## config.mk

```make
export PLATFORM = sky130hd
export DESIGN_NAME = fir_sample_feeder
export DESIGN_NICKNAME = d
export VERILOG_FILES = /design/src/rtl/fir_sample_feeder.sv
export SDC_FILE = /design/constraint.sdc
export NUM_CORES = 1
export LEC_CHECK = 0
export ABC_AREA = 1
export CORE_MARGIN = 4
export CORE_UTILIZATION = 57
export CTS_CLUSTER_DIAMETER = 30
export CTS_CLUSTER_SIZE = 25
export DETAILED_ROUTE_END_ITERATION = 8
export GPL_TIMING_DRIVEN = 0
export MAX_ROUTING_LAYER = met4
export PLACE_DENSITY = 0.84
export SYNTH_ARGS = -nofsm -noshare
export SYNTH_HDL_FRONTEND = slang
export SYNTH_SLANG_ARGS = --single-unit
```

## constraint.sdc

```tcl
create_clock -name clock -period 3.3 [get_ports clock]
set_input_delay 0.495 -clock clock [delete_from_list [all_inputs] [get_ports clock]]
set_output_delay 0.495 -clock clock [all_outputs]
set_load 0.02 [all_outputs]
```

## src/rtl/fir_sample_feeder.sv

```systemverilog
`default_nettype none
// ============================================================================
// Module  : fir_sample_feeder
// Brief   : Sample FIFO that streams 2-bit samples to the FIR at a paced rate,
//           then flushes the filter delay line with TAPS zero samples.
// Revision: 1.0 - initial release
// ============================================================================
module fir_sample_feeder #(
  parameter int DEPTH  = 8,
  parameter int TAPS   = 8,
  parameter int RATE_W = 4
) (
  input  logic                   clock,
  input  logic                   reset,
  input  logic                   wr_en,
  input  logic [1:0]             wr_data,
  input  logic                   start,
  input  logic [RATE_W-1:0]      rate,
  output logic [1:0]             sample_out,
  output logic                   sample_valid,
  output logic                   full,
  output logic [$clog2(DEPTH):0] level,
  output logic                   busy,
  output logic                   done
);

  localparam int PTR_W = $clog2(DEPTH);
  localparam int CNT_W = PTR_W + 1;
  localparam int FL_W  = (TAPS > 1) ? $clog2(TAPS) : 1;

  typedef enum logic [1:0] {
    ST_IDLE   = 2'd0,
    ST_STREAM = 2'd1,
    ST_FLUSH  = 2'd2
  } state_t;

  state_t            r_state, w_state_nxt;
  logic [1:0]        r_mem [DEPTH];
  logic [PTR_W-1:0]  r_wr_ptr, r_rd_ptr;
  logic [CNT_W-1:0]  r_count, w_count_nxt;
  logic [RATE_W-1:0] r_rate_q, w_rate_nxt;
  logic [RATE_W-1:0] r_pace, w_pace_nxt;
  logic [FL_W-1:0]   r_flush, w_flush_nxt;
  logic              w_push, w_pop, w_emit, w_done;

  // A full FIFO refuses writes even when a pop frees a slot this cycle.
  assign w_push      = wr_en && !full;
  assign w_count_nxt = r_count + CNT_W'(w_push) - CNT_W'(w_pop);
  assign level       = r_count;

  always_comb begin
    w_state_nxt = r_state;
    w_rate_nxt  = r_rate_q;
    w_pace_nxt  = r_pace;
    w_flush_nxt = r_flush;
    w_pop       = 1'b0;
    w_emit      = 1'b0;
    w_done      = 1'b0;
    case (r_state)
      ST_IDLE: begin
        if (start && (r_count != '0)) begin
          w_state_nxt = ST_STREAM;
          w_rate_nxt  = rate;
          w_pace_nxt  = '0;
          w_flush_nxt = '0;
        end
      end
      ST_STREAM: begin
        if (r_pace == '0) begin
          w_emit     = 1'b1;
          w_pace_nxt = r_rate_q;
          if (r_count != '0) begin
            w_pop = 1'b1;
          end else if (TAPS == 1) begin
            w_done      = 1'b1;
            w_state_nxt = ST_IDLE;
          end else begin
            // Drained: this slot already carries the first flush zero.
            w_state_nxt = ST_FLUSH;
            w_flush_nxt = FL_W'(1);
          end
        end else begin
          w_pace_nxt = r_pace - 1'b1;
        end
      end
      ST_FLUSH: begin
        if (r_pace == '0) begin
          w_emit     = 1'b1;
          w_pace_nxt = r_rate_q;
          if (r_flush == FL_W'(TAPS - 1)) begin
            w_done      = 1'b1;
            w_state_nxt = ST_IDLE;
            w_flush_nxt = '0;
          end else begin
            w_flush_nxt = r_flush + 1'b1;
          end
        end else begin
          w_pace_nxt = r_pace - 1'b1;
        end
      end
      default: w_state_nxt = ST_IDLE;
    endcase
  end

  always_ff @(posedge clock) begin
    if (w_push) r_mem[r_wr_ptr] <= wr_data;
  end

  always_ff @(posedge clock or negedge reset) begin
    if (!reset) begin
      r_state      <= ST_IDLE;
      r_wr_ptr     <= '0;
      r_rd_ptr     <= '0;
      r_count      <= '0;
      r_rate_q     <= '0;
      r_pace       <= '0;
      r_flush      <= '0;
      sample_out   <= 2'b00;
      sample_valid <= 1'b0;
      full         <= 1'b0;
      busy         <= 1'b0;
      done         <= 1'b0;
    end else begin
      r_state      <= w_state_nxt;
      r_rate_q     <= w_rate_nxt;
      r_pace       <= w_pace_nxt;
      r_flush      <= w_flush_nxt;
      r_count      <= w_count_nxt;
      full         <= (w_count_nxt == CNT_W'(DEPTH));
      busy         <= (w_state_nxt != ST_IDLE);
      done         <= w_done;
      sample_valid <= w_emit;
      if (w_push) r_wr_ptr <= r_wr_ptr + 1'b1;
      if (w_pop)  r_rd_ptr <= r_rd_ptr + 1'b1;
      if (w_emit) sample_out <= w_pop ? r_mem[r_rd_ptr] : 2'b00;
    end
  end

endmodule
`default_nettype wire

```

## Yosys cells after proc, flatten, opt, wreduce, memory -nomap -nowiden

Memory sizes are Yosys's and may differ from the RTL's.
Index checks and enable logic that the tools add are counted.

| storage, ports and cells | value |
|---|---|
| register bits | 29 |
| RAM bits | 16 |
| input port bits | 10 |
| word-level logic and storage cells | 66 |
| memories | 1 |

Memories:

| name | words | bits a word | rd ports | clocked after memory_dff | write ports | line | RTL |
|---|---|---|---|---|---|---|---|
| r_mem | 8 | 2 | 1 | 0 | 1 | 38 | `logic [1:0] r_mem [DEPTH];` |

| operators by class | value |
|---|---|
| add/sub/neg operators | 6 |
| equal/unequal tests | 8 |
| muxes and demuxes | 26 |
| reductions and logical operators | 13 |

Operator list:

| operator | number |
|---|---|
| 2-to-1 mux 3 bit | 5 |
| 2-to-1 mux 2 bit | 6 |
| 2-to-1 mux 1 bit | 10 |
| adder 3 x 1 -> 3 bit (second input constant) | 3 |
| one-hot mux 3 bit (3 select lines) | 1 |
| 2-to-1 mux 4 bit | 2 |
| inequality test 2 bit (second input constant) | 4 |
| one-hot mux 4 bit (2 select lines) | 1 |
| one-hot mux 2 bit (3 select lines) | 1 |
| AND reduction 5 bit | 1 |
| adder 4 x 1 -> 4 bit | 1 |
| equality test 4 bit (second input constant) | 1 |
| zero test 4 bit | 1 |
| AND reduction 2 bit | 2 |
| nonzero test 2 bit | 2 |
| nonzero test 4 bit | 1 |
| subtractor 4 x 1 -> 4 bit | 1 |
| subtractor 4 x 1 -> 4 bit (second input constant) | 1 |
| equality test 3 bit (second input constant) | 1 |
| nonzero test 3 bit | 1 |
| equality test 2 x 1 -> 1 bit (second input constant) | 1 |
| equality test 2 bit (second input constant) | 1 |
| logical AND 1 bit | 2 |
| zero test 2 bit | 1 |
| 2 further kinds | 2 |

## Longest topological paths before layout

Gate-level depths: netlist of the first run.

| logic depth | value |
|---|---|
| depth after elaboration | 6 |
| depth in mapped cells | 14 |
| gate-level depth less buffers | 14 |

## Least setup slack after synthesis of the first run

Ideal clock, no wire load.

| timing path | value |
|---|---|
| path kind | reg-to-reg |
| start point | register r_count[2], in the netlist level[2] |
| end point | register full |
| library setup time | 0.119 ns |
| data arrival time | 2.274 ns |
| data required time | 3.181 ns |
| setup slack | 0.907 ns |
| stages on the path, launching flop included | 15 |
| path buffers | 0 |
| period minus slack after synthesis | 2.393 ns |
| cell sequence | dfrtp_1 inv_1 ha_1 nand2_4 nand2_2 nor2_4 ha_1 inv_1 ha_1 inv_1 fa_1 xor2_1 inv_1 nor3_1 and2_1 |

| between the ends | value |
|---|---|
| cells in the longest elaborated chain, start to end | 6 |

Ends and longest elaborated chain:

| what | line | RTL |
|---|---|---|
| start, declared | 40 | `logic [CNT_W-1:0] r_count, w_count_nxt;` |
| start signal, assigned | 128 | `r_count <= w_count_nxt;` |
| nonzero test 4 bit | 72 | `if (r_count != '0) begin` |
| 2-to-1 mux 1 bit | 72 |  |
| 2-to-1 mux 1 bit | 69 | `if (r_pace == '0) begin` |
| 2-to-1 mux 1 bit | 59 | `case (r_state)` |
| net w_pop | 44 | `logic w_push, w_pop, w_emit, w_done;` |
| subtractor 4 x 1 -> 4 bit | 48 | `assign w_count_nxt = r_count + CNT_W'(w_push) - CNT_W'(w_pop);` |
| net w_count_nxt[2] | 40 |  |
| equality test 4 bit | 129 | `full <= (w_count_nxt == CNT_W'(DEPTH));` |
| end signal, assigned | 129 |  |
| end, declared | 21 | `output logic full,` |

The timed path passes the listed nets, and every way through them passes these cells.
A chain may end at the register's enable or synchronous reset.

## Worst setup path after layout of the first run

| timing path | value |
|---|---|
| start point | register r_state[1] |
| end point | register full |

| between the ends | value |
|---|---|
| cells in the longest elaborated chain, start to end | 4 |

Ends and longest elaborated chain:

| what | line | RTL |
|---|---|---|
| start, declared | 37 | `state_t r_state, w_state_nxt;` |
| start signal, assigned | 124 | `r_state <= w_state_nxt;` |
| equality test 2 x 1 -> 1 bit | 59 |  |
| 2-to-1 mux 1 bit | 59 |  |
| net w_pop | 44 |  |
| subtractor 4 x 1 -> 4 bit | 48 |  |
| net w_count_nxt[2] | 40 |  |
| equality test 4 bit | 129 |  |

The timed path passes the listed nets, and every way through them passes these cells.

==> flow_metrics.env, run 1 <==
export IMPL_grt_pass1_wl_um=6860
export IMPL_rsz0062_at_grt="false"
export IMPL_crit_path_end_kind="register"
export IMPL_yosys_area_top_type="dfrtp_1"
export IMPL_arrival_ns=2.86
export IMPL_fmax_ghz=0.381
export IMPL_timing_rr_start="r_state[1]$_DFF_PN0_"
export IMPL_cts_resized=0
export IMPL_dp_slack_ns=0.584
export IMPL_num_vias=1663
export IMPL_power_total_mw=2.41
export IMPL_synth_area_per_cell_sq_um=9.27
export IMPL_syn_nets=276
export IMPL_clk_path_buf_depth=2
export IMPL_fin_skew_ns=0.00580
export IMPL_drv_slew=0
export IMPL_die_w_um=71.8
export IMPL_ir_drop_mv=0.552
export IMPL_core_sq_um=3800
export IMPL_rrSetupSlack_ns=0.68
export IMPL_hp_class="in2async"
export IMPL_fp_dieArea_sq_um=5150
export IMPL_io_buffers=19
export IMPL_routedWlPerCell_um=12.0
export IMPL_cts_buffers=5
export IMPL_drt_vias_per_instance=5.12
export IMPL_fin_hold_ws_ns=0.211
export IMPL_dr_pass1_iters=4
export IMPL_dp_hpwl_um=2930
export IMPL_power_leakage_nw=1.28
export IMPL_drt_iter0_drc=80
export IMPL_gr_total_overflow=0
export IMPL_clkLatencyLatePin_ns=0.29
export IMPL_num_rows=22
export IMPL_drc=0
export IMPL_root_buffer="clkbuf_8"
export IMPL_cp_data_required_time_ns=3.53
export IMPL_yosysUniqueCellTypes=28
export IMPL_startpoint_type="register"
export IMPL_diodes=0
export IMPL_cp_startpoint="r_state[1]$_DFF_PN0_"
export IMPL_ys_flop_type="dfrtp_1"
export IMPL_grt_max_degree=30
export IMPL_cts_setup_buffers=0
export IMPL_ant_nets=0
export IMPL_drive_gt1_share_pct=11.9
export IMPL_yosys_warnings=0
export IMPL_initial_core_util_pct=61.0
export IMPL_finalCriticalPeriod_ns=2.62
export IMPL_power_density_nw_per_um2=905
export IMPL_status="finished, final reports clean"
export IMPL_areaGrowthSynthToFinish_pct=14.9
export IMPL_maxSlewHeadroom_pct=57.9
export IMPL_finalNetCount=302
export IMPL_synth_most_common_cell="nand2_1"
export IMPL_post_route_period_util_pct=79.5
export IMPL_setup_tns_ns=0
export IMPL_yosysSeqAreaShare_pct=52.1
export IMPL_antenna_found_initial=0
export IMPL_worst_pin_slew_ns=0.632
export IMPL_synth_area_sq_um=2320
export IMPL_cts_tree="done"
export IMPL_yosys_area_top_type_share_pct=31.3
export IMPL_synth_area_top_cells="dfrtp_1, edfxtp_1, nand2_1"
export IMPL_clk_pin_slew_ns=0.08
export IMPL_fin_util_pct=70.1
export IMPL_io_pins=20
export IMPL_synthArstFlopShare_pct=64.4
export IMPL_r2r_cells=13
export IMPL_grt_pass1_vias=1645
export IMPL_die_y_um=71.8
export IMPL_finalSetupViolCount=0
export IMPL_syn_instance_count=250
export IMPL_htreeDepth=2
export IMPL_synth_edf_count=16
export IMPL_worstPathMaxFanout=6
export IMPL_hold_buffers=0
export IMPL_ys_ff_latch=45
export IMPL_rr_endpoint="full$_DFF_PN0_"
export IMPL_synthTopCellsByCount="nand2_1, inv_1, dfrtp_1"
export IMPL_maxCapViolCount=0
export IMPL_globalplace_congestion=0.884
export IMPL_cts_sinks=45
export IMPL_fin_ws_ns=0.678
export IMPL_crit_type="reg2reg"
export IMPL_grt_total_usage_pct=17.5
export IMPL_wl_um=3910
export IMPL_hold_violations=0
[how the worst max path moves through the flow]
stage | endpoint | slack, ns
3_5_place_dp | full$_DFF_PN0_ | 0.58
4_1_cts | full$_DFF_PN0_ | 0.69
5_1_grt | full$_DFF_PN0_ | 0.49
2_1_floorplan | full$_DFF_PN0_ | 0.91
6_report | full$_DFF_PN0_ | 0.68
3_3_place_gp | full$_DFF_PN0_ | 0.64
[where the power goes]
group	leakage [nW]	internal [mW]	switching [mW]	total, mW
Clock	0.0518	0.174	0.183	0.356
Sequential	0.511	0.750	0.127	0.877
Combinational	0.720	0.461	0.714	1.18
Total	1.28	1.39	1.02	2.41
[routing by layer]
metal	global-route usage (%)	wire [um]
met2	27.9	1830
met5	-	0
met1	21.8	1760
met4	5.85	59
met3	4.49	257
[placed cells by master (no fill, tap or decap), drive strengths merged, types with 2 or more instances in the layout]
cell           netlist  layout
nand2               66      66
inv                 37      38
dfrtp               29      29
nor2                25      25
nand3               22      22
clkdlybuf4s50        0      18
o21ai               17      17
edfxtp              16      16
ha                  15      15
clkbuf               0       6
xor2                 4       4
or2                  4       4
a21oi                3       3
nand4                3       3
buf                  2       3
xnor2                2       2
nand3b               2       2
[registers in the layout, indices dropped and copies added (netlist names), 2 cells and up]
register,flops
level,4
r_state,2
r_flush,3
r_mem,16
r_rate_q,4
r_wr_ptr,3
r_rd_ptr,3
sample_out,2
r_pace,4
[worst max-delay path: stages (launching register included)]
cell,delay [ns]
dfrtp_1,0.42
inv_1,0.12
ha_1,0.34
nand2_2,0.13
nor2_4,0.18
ha_1,0.26
inv_1,0.06
ha_1,0.15
inv_1,0.06
fa_1,0.38
xor2_1,0.14
inv_1,0.07
nor3_1,0.11
and2_1,0.14
[per-stage QoR]
stage | cells | cell area (sq um)
after detailed placement | 317 | 2570
after global placement | 317 | 2570
after CTS | 325 | 2670
final | 325 | 2660
after floorplan | 250 | 2320
after global routing | 325 | 2660
[cell type report]
| class | instances | area, sq um |
|---|---|---|
| fillers | 299 | 1140 |
| flip-flops and latches | 45 | 1210 |
| inverters | 37 | 141 |
| multi-input cells | 166 | 955 |
| well taps | 48 | 60.1 |
| repair buffers | 19 | 185 |
| clock inverters | 2 | 17.5 |
| clock buffers | 6 | 82.6 |
| plain buffers | 2 | 15.0 |
[cell families (layout without fill, tap and decap cells)]
kind of cell	count (synthesis)	after routing	synth area share (%)
and+or+nand+nor	124	124	25.3
DFF	45	45	52.1
buffers and inverters	39	66	6.75
AOI/OAI and AO/OA	20	20	4.64
adders and majority gates	16	16	8.96
xor gates and xnor gates	6	6	2.27
Note: power is estimated with default switching activity, not from simulation.
==> run 2: changes to the inputs <==
--- a/config.mk
+++ b/config.mk
@@ -7,13 +7,13 @@
 export LEC_CHECK = 0
 export ABC_AREA = 1
 export CORE_MARGIN = 4
-export CORE_UTILIZATION = 57
+export CORE_UTILIZATION = 51
 export CTS_CLUSTER_DIAMETER = 30
 export CTS_CLUSTER_SIZE = 25
 export DETAILED_ROUTE_END_ITERATION = 8
 export GPL_TIMING_DRIVEN = 0
 export MAX_ROUTING_LAYER = met4
-export PLACE_DENSITY = 0.84
+export PLACE_DENSITY = 0.8
 export SYNTH_ARGS = -nofsm -noshare
 export SYNTH_HDL_FRONTEND = slang
 export SYNTH_SLANG_ARGS = --single-unit
==> constraint.sdc (replaced) <==
create_clock -name clock -period 2.2 [get_ports clock]
set_input_delay 0.33 -clock clock [delete_from_list [all_inputs] [get_ports clock]]
set_output_delay 0.33 -clock clock [all_outputs]
set_load 0.02 [all_outputs]
==> run 2 against run 1 <==
Compared with the run above:
- the run now ends with setup timing left
- global-route usage is 2.0 points higher
- first-iteration DRC count is 33% higher
- sequential share of layout area is 4.7 points lower
- die area is 10% higher
- combinational power is 100% higher
- critical path type unchanged
- critical endpoint unchanged
- largest cell class unchanged
- highest routed layer unchanged
==> flow_metrics.env, run 2 (same netlist as run 1, synthesis figures left out) <==
export IMPL_status="finished, violations left"
export IMPL_clk_pin_slew_ns=0.09
export IMPL_largest_reg_flops=16
export IMPL_grt_pass1_wl_um=8090
export IMPL_fmax_ghz=0.452
export IMPL_timing_rr_start="r_pace[0]$_DFFE_PN0P_"
export IMPL_io_pins=20
export IMPL_num_vias=1813
export IMPL_cp_data_required_time_ns=2.44
export IMPL_fin_ws_ns=-0.0117
export IMPL_root_buffer="clkbuf_8"
export IMPL_drive_gt1_share_pct=25.8
export IMPL_gr_total_overflow=0
export IMPL_grt_pass1_vias=1811
export IMPL_drt_vias_per_instance=5.12
export IMPL_io_buffers=19
export IMPL_core_sq_um=4380
export IMPL_regMostFlops="r_mem"
export IMPL_hp_class="in2async"
export IMPL_rsz0062_at_grt="true"
export IMPL_finalSetupViolCount=1
export IMPL_maxCapViolCount=0
export IMPL_worst_pin_slew_ns=0.638
export IMPL_grt_max_degree=30
export IMPL_final_common_cell="nand2_1"
export IMPL_antenna_found_initial=0
export IMPL_r2r_cells=12
export IMPL_final_cell_mix="nand2_1, buf_4, dfrtp_1"
export IMPL_worstPathMaxFanout=3
export IMPL_dp_hpwl_um=2920
export IMPL_wl_um=4640
export IMPL_crit_family="adder cells"
export IMPL_violations="setup timing"
export IMPL_fp_dieArea_sq_um=5690
export IMPL_globalplace_congestion=0.816
export IMPL_initial_core_util_pct=52.9
export IMPL_cts_buffers=5
export IMPL_setup_tns_ns=-0.0117
export IMPL_areaGrowthSynthToFinish_pct=28.8
export IMPL_crit_path_end_kind="register"
export IMPL_drv_slew=0
export IMPL_fin_skew_ns=0.00378
export IMPL_ir_drop_mv=1.20
export IMPL_diodes=0
export IMPL_fin_hold_ws_ns=0.0409
export IMPL_maxSlewHeadroom_pct=57.4
export IMPL_num_rows=24
export IMPL_routedWlPerCell_um=13.1
export IMPL_crit_type="reg2reg"
export IMPL_dr_pass1_iters=4
export IMPL_die_y_um=75.4
export IMPL_hold_violations=0
export IMPL_worst_path_max_delay_cell="fa_2"
export IMPL_rrSetupSlack_ns=-0.01
export IMPL_power_density_nw_per_um2=1490
export IMPL_grt_total_usage_pct=19.5
export IMPL_finalCriticalPeriod_ns=2.21
export IMPL_cp_buffers_inverters=4
export IMPL_drt_iter0_drc=106
export IMPL_drc=0
export IMPL_cts_tree="done"
export IMPL_max_stage_delay_ns=0.53
export IMPL_power_leakage_nw=1.41
export IMPL_startpoint_type="register"
export IMPL_clkLatencyLatePin_ns=0.30
export IMPL_fillers=323
export IMPL_arrival_ns=2.46
export IMPL_post_route_period_util_pct=101
export IMPL_finalNetCount=327
export IMPL_htreeDepth=2
export IMPL_clk_path_buf_depth=2
export IMPL_ant_nets=0
export IMPL_cts_sinks=45
export IMPL_die_w_um=75.4
export IMPL_rr_endpoint="full$_DFF_PN0_"
export IMPL_cp_cell_sequence="inv_2, ha_4, nand2_8, nor2_4, ha_4, inv_4, ha_4, inv_2, fa_2, inv_2, nor3_2, and2_1"
-- run 2: cell types whose count changed in the layout (fill, tap and decap cells not counted), sizes merged --
cell    previous run  this run
buf                3        28
bufinv             0         2
clkbuf             6         5
clkinv             1         0
-- run 2: layout make-up --
class / count / area (sq um) / area share, %
flip-flops and latches: 45 / 1210 / 40.6
multi-input cells: 166 / 1040 / 34.8
repair buffers: 44 / 373 / 12.5
inverters: 37 / 144 / 4.82
clock buffers: 5 / 68.8 / 2.31
clock inverters: 3 / 68.8 / 2.31
well taps: 52 / 65.1 / 2.18
plain buffers: 2 / 15.0 / 0.503
-- run 2: repair_timing --
| item | CTS | global route |
|---|---|---|
| pin swaps | 10 | 8 |
| endpoints found under the setup margin | 3 | 2 |
| setup buffers | 18 | 7 |
| resized for setup | 13 | 3 |
| hold buffers | 0 | 0 |
-- run 2: layer usage --
| metal | vias to the layer above | GRT usage, % | part of all wire [%] |
|---|---|---|---|
| li1 | 907 | - | - |
| met2 | 44 | 31.1 | 50 |
| met1 | 851 | 23.2 | 43 |
| met4 | 0 | 8.74 | 2.2 |
| met3 | 11 | 5.01 | 4.3 |
| met5 | - | - | 0 |
-- run 2: where the power goes --
group | total (mW) | switching, mW | internal (mW)
sequential | 1.32 | 0.186 | 1.13
clock | 0.756 | 0.299 | 0.457
combinational | 2.37 | 1.27 | 1.09
total | 4.44 | 1.76 | 2.68
-- run 2: how the worst max path moves through the flow --
stage	endpoint	depth (start not counted)	from	slack, ns
finish	full$_DFF_PN0_	12	r_pace[0]$_DFFE_PN0P_	-0.01
CTS	full$_DFF_PN0_	13	r_pace[1]$_DFFE_PN0P_	-0.02
floorplan	full$_DFF_PN0_	14	level[2]$_DFF_PN0_	-0.05
global placement	full$_DFF_PN0_	13	wr_en	-0.28
global route	full$_DFF_PN0_	13	level[2]$_DFF_PN0_	-0.12
detailed placement	full$_DFF_PN0_	13	wr_en	-0.29
-- run 2: through the flow --
| stage | std cells | total power, mW | worst slack, ns | util [%] | area, sq um |
|---|---|---|---|---|---|
| after detailed placement | 321 | 3.13 | -0.286 | 59.5 | 2610 |
| final | 354 | 4.44 | -0.0117 | 68.1 | 2990 |
| after global placement | 321 | 3.07 | -0.280 | 59.5 | 2610 |
| after global routing | 354 | 4.80 | -0.122 | 68.1 | 2990 |
| after floorplan | 250 | 2.67 | -0.0535 | - | 2350 |
| after CTS | 347 | 4.28 | -0.0238 | 66.8 | 2930 |
